**config.mk**
```make
export PLATFORM = sky130hd
export DESIGN_NAME = tx_frame_scheduler
export DESIGN_NICKNAME = d
export VERILOG_FILES = /design/src/rtl/pcie_phy_pkg.sv /design/src/rtl/tx_frame_scheduler_skp_timer.sv /design/src/rtl/tx_frame_scheduler.sv
export SDC_FILE = /design/constraint.sdc
export NUM_CORES = 1
export LEC_CHECK = 0
export CAP_MARGIN = 25
export CORE_MARGIN = 3
export CORE_UTILIZATION = 35
export CTS_CLUSTER_SIZE = 14
export DETAILED_ROUTE_END_ITERATION = 10
export PLACE_DENSITY = 0.66
export SYNTH_ARGS = -nofsm -noshare
export SYNTH_HDL_FRONTEND = slang
export SYNTH_SLANG_ARGS = --single-unit
```
**constraint.sdc**
```tcl
create_clock -name clk -period 3.9 [get_ports clk]
set_input_delay 0.39 -clock clk [delete_from_list [all_inputs] [get_ports clk]]
set_output_delay 0.39 -clock clk [all_outputs]
set_load 0.1 [all_outputs]
```
**src/rtl/pcie_phy_pkg.sv**
```systemverilog
// pcie_phy_pkg: symbol constants, ordered-set encoding and scheduler state shared by the tx path
package pcie_phy_pkg;
  localparam logic [7:0] COM = 8'hBC;
  localparam logic [7:0] SKP = 8'h1C;
  localparam logic [7:0] FTS = 8'h3C;
  localparam logic [7:0] IDL = 8'h7C;
  localparam logic [7:0] SDP = 8'h5C;
  localparam logic [7:0] STP = 8'hFB;
  localparam logic [7:0] END = 8'hFD;
  localparam logic [7:0] EDB = 8'hFE;
  localparam logic [7:0] TS1_ID = 8'h4A;
  localparam logic [7:0] TS2_ID = 8'h45;
  typedef enum logic [1:0] {OS_TS1, OS_TS2, OS_EIOS, OS_FTS} os_type_e;
  typedef enum logic [1:0] {IDLE, TS, DLLP2, TLP} sched_state_e;
  typedef logic [1:0] ts_beat_t;
endpackage

```
**src/rtl/tx_frame_scheduler_skp_timer.sv**
```systemverilog
// skp_timer: free-running interval counter raising a sticky skp_pending until cleared
module skp_timer #(
  parameter int INTERVAL = 1180,
  parameter int CW = 11
) (
  input  logic clk,
  input  logic rst,
  input  logic clr,
  output logic pending
);
  logic [CW-1:0] cnt;
  logic wrap;
  assign wrap = cnt == CW'(INTERVAL - 1);
  always_ff @(posedge clk or posedge rst) begin
    if (rst) begin
      cnt <= '0;
      pending <= 1'b0;
    end else begin
      cnt <= wrap ? '0 : cnt + 1'b1;
      pending <= wrap | (pending & ~clr);
    end
  end
endmodule

```
**src/rtl/tx_frame_scheduler.sv**
```systemverilog
// tx_frame_scheduler: arbitrates SKP, ordered sets, DLLPs and TLPs onto a framed x4 symbol beat
module tx_frame_scheduler
  import pcie_phy_pkg::*;
#(
  parameter int SKP_INTERVAL = 1180,
  parameter int MAX_TLP_WORDS = 1030
) (
  input  logic        clk,
  input  logic        rst,
  input  logic        link_up,
  input  logic        os_req,
  input  logic [1:0]  os_type,
  input  logic [39:0] ts_fields,
  output logic        os_ack,
  input  logic        dllp_req,
  input  logic [47:0] dllp_data,
  output logic        dllp_ack,
  input  logic        tlp_valid,
  input  logic [31:0] tlp_data,
  input  logic        tlp_last,
  output logic        tlp_ready,
  output logic        tlp_underrun,
  output logic [7:0]  data_1,
  output logic [7:0]  data_2,
  output logic [7:0]  data_3,
  output logic [7:0]  data_4,
  output logic        k_1,
  output logic        k_2,
  output logic        k_3,
  output logic        k_4
);
  // counter is wide enough for the SKP interval, which must outlast the longest TLP
  localparam int CW = $clog2((SKP_INTERVAL > MAX_TLP_WORDS + 8) ? SKP_INTERVAL : MAX_TLP_WORDS + 9);
  sched_state_e state;
  ts_beat_t bi;
  os_type_e os_q;
  logic [15:0] ts_q;
  logic [23:0] dllp_q;
  logic [7:0] carry, id;
  logic rr_dllp, skp_pending, idle, os_is_ts;
  logic g_skp, g_os, g_dllp, g_tlp, dllp_el, tlp_el;
  logic [35:0] os_beat;
  logic [31:0] beat;
  logic [3:0] kf;
  skp_timer #(.INTERVAL(SKP_INTERVAL), .CW(CW)) u_skp (
    .clk(clk),
    .rst(rst),
    .clr(g_skp),
    .pending(skp_pending)
  );
  assign idle = state == IDLE;
  assign g_skp = idle & skp_pending;
  assign g_os = idle & ~skp_pending & os_req;
  assign dllp_el = idle & ~skp_pending & ~os_req & link_up & dllp_req;
  assign tlp_el = idle & ~skp_pending & ~os_req & link_up & tlp_valid;
  assign g_dllp = dllp_el & (~tlp_el | rr_dllp);
  assign g_tlp = tlp_el & (~dllp_el | ~rr_dllp);
  assign os_ack = ~rst & g_os;
  assign dllp_ack = ~rst & g_dllp;
  assign tlp_ready = ~rst & (g_tlp | state == TLP);
  assign tlp_underrun = ~rst & state == TLP & ~tlp_valid;
  assign os_is_ts = ~os_type[1];
  assign id = (os_q == OS_TS2) ? TS2_ID : TS1_ID;
  assign os_beat = os_type == OS_EIOS ? {COM, IDL, IDL, IDL, 4'hF} :
                   os_type == OS_FTS  ? {COM, FTS, FTS, FTS, 4'hF} :
                                        {COM, ts_fields[39:16], 4'h8};
  always_comb begin
    {beat, kf} = 36'h0;
    case (state)
      IDLE:  {beat, kf} = g_skp  ? {COM, SKP, SKP, SKP, 4'hF} :
                          g_os   ? os_beat :
                          g_dllp ? {SDP, dllp_data[47:24], 4'h8} :
                          g_tlp  ? {STP, tlp_data[31:8], 4'h8} : 36'h0;
      TS:    {beat, kf} = (bi == 2'd1) ? {ts_q, id, id, 4'h0} : {id, id, id, id, 4'h0};
      DLLP2: {beat, kf} = {dllp_q, END, 4'h1};
      TLP:   {beat, kf} = !tlp_valid ? {carry, 16'h0, EDB, 4'h1} :
                          tlp_last   ? {carry, tlp_data[31:16], END, 4'h1} :
                                       {carry, tlp_data[31:8], 4'h0};
      default: ;
    endcase
  end
  always_ff @(posedge clk or posedge rst) begin
    if (rst) begin
      state <= IDLE;
      bi <= '0;
      os_q <= OS_TS1;
      ts_q <= '0;
      dllp_q <= '0;
      carry <= '0;
      rr_dllp <= 1'b1;
      {data_1, data_2, data_3, data_4, k_1, k_2, k_3, k_4} <= '0;
    end else begin
      {data_1, data_2, data_3, data_4, k_1, k_2, k_3, k_4} <= {beat, kf};
      case (state)
        IDLE: begin
          if (g_os && os_is_ts) begin
            state <= TS;
            bi <= 2'd1;
            ts_q <= ts_fields[15:0];
            os_q <= os_type_e'(os_type);
          end else if (g_dllp) begin
            state <= DLLP2;
            dllp_q <= dllp_data[23:0];
            rr_dllp <= 1'b0;
          end else if (g_tlp) begin
            state <= TLP;
            carry <= tlp_data[7:0];
            rr_dllp <= 1'b1;
          end
        end
        TS: begin
          bi <= bi + 2'd1;
          if (bi == 2'd3) state <= IDLE;
        end
        DLLP2: state <= IDLE;
        TLP: begin
          carry <= tlp_data[7:0];
          if (!tlp_valid || tlp_last) state <= IDLE;
        end
        default: state <= IDLE;
      endcase
    end
  end
endmodule
```
==> impl_results.md, run 1 <==
- Number of setup violations in the final report: 0
- Number of antenna violations at the first check in global routing: 0
- Clock power share: 0.158
- Yosys warns: 0
- Number of diodes added for antenna fixing: 0
- Filler cell count in the final layout: 1293
- Die Height: 126 um
- HPWL after detailed placement: 12500 um
- Post-CTS clock slew at the launch and capture registers of the worst setup and hold paths: 0.07 ns
- Final cell area excluding filler cells: 7160 um^2
- Area of the core: 14000 um^2
- Detailed router's first-iteration violation count: 604
- Worst-Skew Late Latency: 0.35 ns
- Post-layout instance count excluding filler cells: 846
- Synthesis-stage register bit count: 102
- Placed Area: 6880 um^2
- Number of buffers and inverters on the critical path: 3
- Area overhead of the layout relative to synthesis: 41.5%
- Timing-limited maximum frequency: 333 MHz
- Synthesized area per cell: 10.0 um^2
- Placement row count: 43
- Internal Power: 0.00283 W
- Count of flip-flops with a built-in enable after synthesis: 0
- Number of buffers created by CTS: 9
- Core Util, Final: 0.512
- Fraction of the yosys area taken by sequential cells: 0.505
- Number of global-route vias before repair: 4823
- Resized Gates After CTS: 0
- Total routing resource utilization after global routing: 0.214
- MaxCap Viol Count: 0
- Largest cells by area after synthesis: dfrtp_1 (50%), nand2_1 (7.1%), mux2_2 (6.5%), o21ai_0 (3.4%), a21oi_1 (2.7%)
- Initial standard-cell utilization of the core: 0.362
- Final critical-path share of the clock period: 0.771
- Mean routed wirelength per cell: 20.3 um
- TritonCTS clock tree: built
- Crit path required time: 3.51 ns
- Number of clock sinks: 102
- Final hold violations: 0
- Nets: 793
- Sequential Power Share: 0.317
- H-tree level count: 3
- Total via count in the routed design: 4614
- Quantity of I/O buffers inserted on ports: 168
- Maximum fanout along the worst path: 17
- IO Pins: 169
- Library cell used as clock root buffer: clkbuf_16
- Crit path cell chain: clkdlybuf4s50_1 -> a21boi_2 -> buf_4 -> and3_1 -> a21oi_2 -> nor2_1 -> buf_12
- Post-Syn Nets: 638
- Leading cell types by count after synthesis: dfrtp_1 (101), nand2_1 (96), o21ai_0 (34)
- Worst rel slew slack: 0.338
- Data arrival at the endpoint of the critical path: 2.62 ns
- Count of buffers added by post-CTS timing repair for setup: 0
- Slew at the pin closest to its max-slew limit: 0.990 ns
- Post-Route Setup TNS: 0 ns
- Die area: 15900 um^2
- Remaining global-route overflow: 0
- Class of the worst hold path: reg -> reg
- Total instance count after detailed placement: 830
- Endpoint class of the critical path: primary output
- Worst setup SP type: input pin
- Number of remaining DRC errors: 0
- Antenna viol nets, final: 0
- Final Wtd Congestion: 0.892
- Length of the first detailed-routing pass in iterations: 6
- Synth Instances: 506
- Maximum number of buffers from clock root to sink: 2
- Cell type with the highest aggregate area in the netlist: dfrtp_1
- Largest stage delay, worst path: 0.82 ns
- Vias per inst: 5.45
- Largest net degree at the start of global routing: 72
- Worst clock skew: 0.00628 ns
- Standby leakage power: 2.96 nW
- DRT Wirelength: 17100 um
- Worst voltage drop across the vdd grid: 291 uV
- Outcome: completed
- Width of the die: 126 um
- Relative contribution of combinational cells to total power: 0.525
- Cell Area, Synth: 5060 um^2
- Minimum clock period: 3.01 ns
- Crit path kind: in -> out
- Count of distinct cell types in the synthesized netlist: 63
- Unrepaired setup endpoints after global routing: no
- Library cell with the highest instance count after synthesis: dfrtp_1
- Cell type group with the largest total delay on the critical path: buffers and inverters
- Max stage delay cell, worst path: clkdlybuf4s50_1
- Async set-reset flop share out of synthesis: 1.00
- First-pass GRT wire length: 26400 um
- Count of hold-fix buffers inserted at cts: 0
- Switching power as a share of total power: 0.480
- Final total power: 0.00545 W
- Switching pwr: 0.00262 W
- Area share of the largest cell type after synthesis: 0.500
- P per Cell Area: 762 nW/um^2
- Proportion of layout cells with a drive suffix above 1: 0.111
- Most used DFF post-synth: dfrtp_1
- Final Max Tran Viols: 0
cells in the final DEF (no fill, tap or decap), types with 5 or more instances in the layout:
cell type,netlist,routed
a21oi_1,27,27
o21ai_0,34,34
xor2_1,5,5
a32o_1,7,7
a221o_1,8,8
dfrtp_1,101,100
nand2_1,96,96
nand3_1,15,15
buf_4,4,13
nor2_1,20,20
o22ai_1,5,5
and2_1,8,8
clkdlybuf4s50_1,0,164
o211ai_1,11,11
clkbuf_16,0,9
inv_1,11,10
mux2_2,29,29
a22oi_1,15,15
nand2b_1,7,7
cell type report:
cell class              count  area, um^2  area share
repair buffers            179        1780       0.249
inverters                  12        47.5     0.00664
flip-flops and latches    102        2550       0.357
well taps                 180         225      0.0315
clock buffers              14         264      0.0369
multi-input cells         357        2270       0.317
clock inverters             2        16.3     0.00227
worst register-to-register path: cells and delay by family (launching register included):
family          cells  cell delay, ns
simple gates        2            1.18
flops               1            0.60
compound gates      2            0.54
registers in the layout, indices dropped and copies added, names as in the netlist:
name and cells:
dllp_q 24, ts_q 16, u_skp.cnt 11, carry 8, data_1 8, data_2 8, data_3 8, data_4 8
bi 2, os_q 2, state 2, k_1 1, k_2 1, k_4 1, rr_dllp 1, u_skp.pending 1
cells by family after synthesis:
group | Yosys count | synth area share
xor+xnor | 7 | 0.0121
compound gates | 142 | 0.193
mux | 31 | 0.0697
fa+ha+maj | 3 | 0.00742
buf+inv | 47 | 0.0462
flops | 102 | 0.505
simple gates | 174 | 0.166
path summary, 6_finish.rpt:
path                                         from                endpoint  slack (ns)  cells past startpoint
max                                      dllp_req               tlp_ready        0.89                      7
min                        u_skp.cnt[0]$_DFF_PP0_  u_skp.cnt[0]$_DFF_PP0_        0.47                      1
max reg2reg                  state[0]$_DFFE_PP0P_     data_2[6]$_DFF_PP0_        1.44                      4
min reg2reg                u_skp.cnt[0]$_DFF_PP0_  u_skp.cnt[0]$_DFF_PP0_        0.47                      1
max in group asynchronous                     rst    state[1]$_DFFE_PP0P_        2.34                      3
min in group asynchronous                     rst   dllp_q[1]$_DFFE_PP0P_        0.71                      3
metal layers:
layer  GRT usage  routed length, um  vias to the layer above  part of all wire
li1            -                  -                     2124                 -
met5           0                  0                        -                 0
met1       0.278               6920                     2215              0.40
met4      0.0656                333                        0             0.019
met3      0.0496               1450                       24             0.085
met2       0.357               8430                      251              0.49
through the flow:
step | hold WS, ns | setup WS [ns]
3_5_place_dp | 0.461 | 0.956
4_1_cts | 0.469 | 0.949
3_3_place_gp | 0.444 | 0.999
5_1_grt | 0.504 | 0.804
2_1_floorplan | 0.433 | 0.0253
6_report | 0.468 | 0.895
power groups by stage:
| stage | clock (W) | sequential, W | combinational [W] |
|---|---|---|---|
| final | 0.000860 | 0.00173 | 0.00286 |
| after CTS | 0.000875 | 0.00173 | 0.00286 |
| after detailed placement | 0 | 0.00175 | 0.00285 |
| after global routing | 0.000920 | 0.00178 | 0.00302 |
| after floorplan | 0 | 0.00281 | 0.000973 |
| after global placement | 0 | 0.00174 | 0.00282 |
(Power assumes the default switching activity.)
==> run 2, diff against run 1 <==
clock period = 2.9 ns   (was 3.9 ns; I/O delays follow)
==> impl_results.md, run 2 (synthesis gave the netlist of run 1 again) <==
- Outcome: completed
- Max stage delay cell, worst path: dfrtp_2
- Worst clock skew: 0.00498 ns (-0.00131 ns)
- Number of antenna violations at the first check in global routing: 0 (unchanged)
- Most common cell after layout, fill and taps aside: clkdlybuf4s50_1
- Number of clock sinks: 102 (unchanged)
- H-tree level count: 3 (unchanged)
- Placed Area: 6900 um^2 (+0.31%)
- Endpoint class of the critical path: primary output
- Worst hold slack after final layout: 0.470 ns (+0.00214 ns)
- Core Util, Final: 0.516 (+0.00438)
- Number of setup violations in the final report: 0 (unchanged)
- Post-Route Setup TNS: 0 ns (unchanged)
- Initial standard-cell utilization of the core: 0.362 (unchanged)
- Placement row count: 43 (unchanged)
- Class of the worst hold path: in -> reg
- Count of hold-fix buffers inserted at cts: 0 (unchanged)
- Width of the die: 126 um (unchanged)
- Die area: 15900 um^2 (unchanged)
- Antenna viol nets, final: 0 (unchanged)
- Largest registers: dllp_q (24), ts_q (16), u_skp.cnt (11)
- Maximum fanout along the worst path: 24 (+7)
- Final cell area excluding filler cells: 7220 um^2 (+0.86%)
- Number of remaining DRC errors: 0 (unchanged)
- Worst voltage drop across the vdd grid: 634 uV (+120%)
- Total instance count after detailed placement: 839 (+1.1%)
- Standby leakage power: 3.08 nW (+4.1%)
- Worst hold path startpoint: ts_fields[4]
- Crit path cell chain: nor4_4 -> and3_1 -> a21oi_2 -> nor2_1 -> buf_12
- Maximum number of buffers from clock root to sink: 2 (unchanged)
- First-pass GRT wire length: 26900 um (+1.6%)
- Area overhead of the layout relative to synthesis: 42.7%
- Number of diodes added for antenna fixing: 0 (unchanged)
- Final Wtd Congestion: 0.857 (-3.9%)
- HPWL after detailed placement: 12700 um (+1.6%)
- Vias per inst: 5.42 (-0.54%)
- Final critical-path share of the clock period: 0.864
- Largest register FFs: 24 (unchanged)
- Total via count in the routed design: 4638 (+0.52%)
- Mean routed wirelength per cell: 20.0 um (-1.1%)
- First element of the critical path: state[1]$_DFFE_PP0P_
- Length of the first detailed-routing pass in iterations: 5 (-1)
- DRT Wirelength: 17100 um (about the same)
- Total routing resource utilization after global routing: 0.217 (+0.00251)
- Number of cells on the worst reg-to-reg path: 6 (+2)
- Data arrival at the endpoint of the critical path: 2.22 ns (-0.40 ns)
- P per Cell Area: 1040 nW/um^2 (+36%)
- MaxCap Viol Count: 0 (unchanged)
- TritonCTS clock tree: built
- Number of buffers created by CTS: 9 (unchanged)
- Quantity of I/O buffers inserted on ports: 168 (unchanged)
- Remaining global-route overflow: 0 (unchanged)
- Detailed router's first-iteration violation count: 462 (-24%)
- Final Max Tran Viols: 0 (unchanged)
- Largest stage delay, worst path: 0.69 ns (-0.13 ns)
- Library cell used as clock root buffer: clkbuf_16
- Unrepaired setup endpoints after global routing: no
- IO Pins: 169 (unchanged)
- Combined area of the multi-input logic cells: 2280 um^2 (+0.22%)
- Area of the core: 14000 um^2 (unchanged)
- Final hold violations: 0 (unchanged)
- Filler cell count in the final layout: 1275 (-1.4%)
- Register with the most flip-flops: dllp_q
- Crit path kind: reg -> out
- Timing-limited maximum frequency: 399 MHz
- Count of buffers added by post-CTS timing repair for setup: 0 (unchanged)
- Worst-Skew Late Latency: 0.35 ns (about the same)
- Die Height: 126 um (unchanged)
- Crit path required time: 2.61 ns (-0.90 ns)
- Resized Gates After CTS: 0 (unchanged)
- Largest net degree at the start of global routing: 103 (+43%)
- Proportion of layout cells with a drive suffix above 1: 0.182 (+0.0711)
- Worst setup SP type: flop
- Worst reg2reg path startpoint: state[1]$_DFFE_PP0P_
- Post-layout instance count excluding filler cells: 855 (+1.1%)
- Worst hold stages: 3 (+2)
- Worst rel slew slack: 0.450 (+0.112)
- Combined flip-flop and latch cell area: 2550 um^2 (unchanged)
- Minimum clock period: 2.51 ns
- Number of global-route vias before repair: 4937 (+2.4%)
- Commonest non-fill, non-tap cells in the layout: clkdlybuf4s50_1 (128), dfrtp_1 (100), nand2_1 (96)
- Slew at the pin closest to its max-slew limit: 0.823 ns (-0.167 ns)
- Nets: 802 (+1.1%)
- Post-CTS clock slew at the launch and capture registers of the worst setup and hold paths: 0.07 ns (about the same)
==> run 2: path summary, 6_finish.rpt <==
kind	to	slack [ns]
max in group asynchronous	u_skp.cnt[3]$_DFF_PP0_	1.81
min	ts_q[4]$_DFFE_PP0P_	0.47
min in group asynchronous	data_1[2]$_DFF_PP0_	0.71
max reg2reg	data_4[1]$_DFF_PP0_	0.68
max	tlp_ready	0.39
min reg2reg	u_skp.cnt[0]$_DFF_PP0_	0.47
==> run 2: worst max-delay path, delay by kind of cell (launching register included) <==
kind	cells	cell delay (ns)
DFF	1	0.69
and+or+nand+nor	3	0.51
AOI/OAI and AO/OA	1	0.45
buffers and inverters	1	0.22
==> run 2: layout make-up <==
class                           count  share of cell area
Inverter                           12             0.00676
Timing Repair Buffer              188               0.249
Tap cell                          180              0.0312
Sequential cell                   102               0.354
Clock inverter                      7              0.0132
Clock buffer                        9              0.0312
Multi-Input combinational cell    357               0.315
==> run 2: power by group <==
part / switching (W) / internal, W / total (W)
Combinational: 0.00271 / 0.00113 / 0.00384
Sequential: 0.000317 / 0.00201 / 0.00232
Clock: 0.000552 / 0.000759 / 0.00131
==> run 2: per-stage QoR <==
step	total power (W)	setup slack [ns]
detailed placement	0.00618	0.581
floorplan	0.00509	0.107
finish	0.00748	0.393
global route	0.00783	0.298
CTS	0.00751	0.340
global placement	0.00611	0.595
==> run 2: metal layers <==
metal | global-route usage | share of wire | vias up
li1 | - | - | 2135
met4 | 0.0915 | 0.033 | 0
met3 | 0.0551 | 0.075 | 36
met2 | 0.365 | 0.49 | 216
met1 | 0.264 | 0.40 | 2251
met5 | 0 | 0 | -
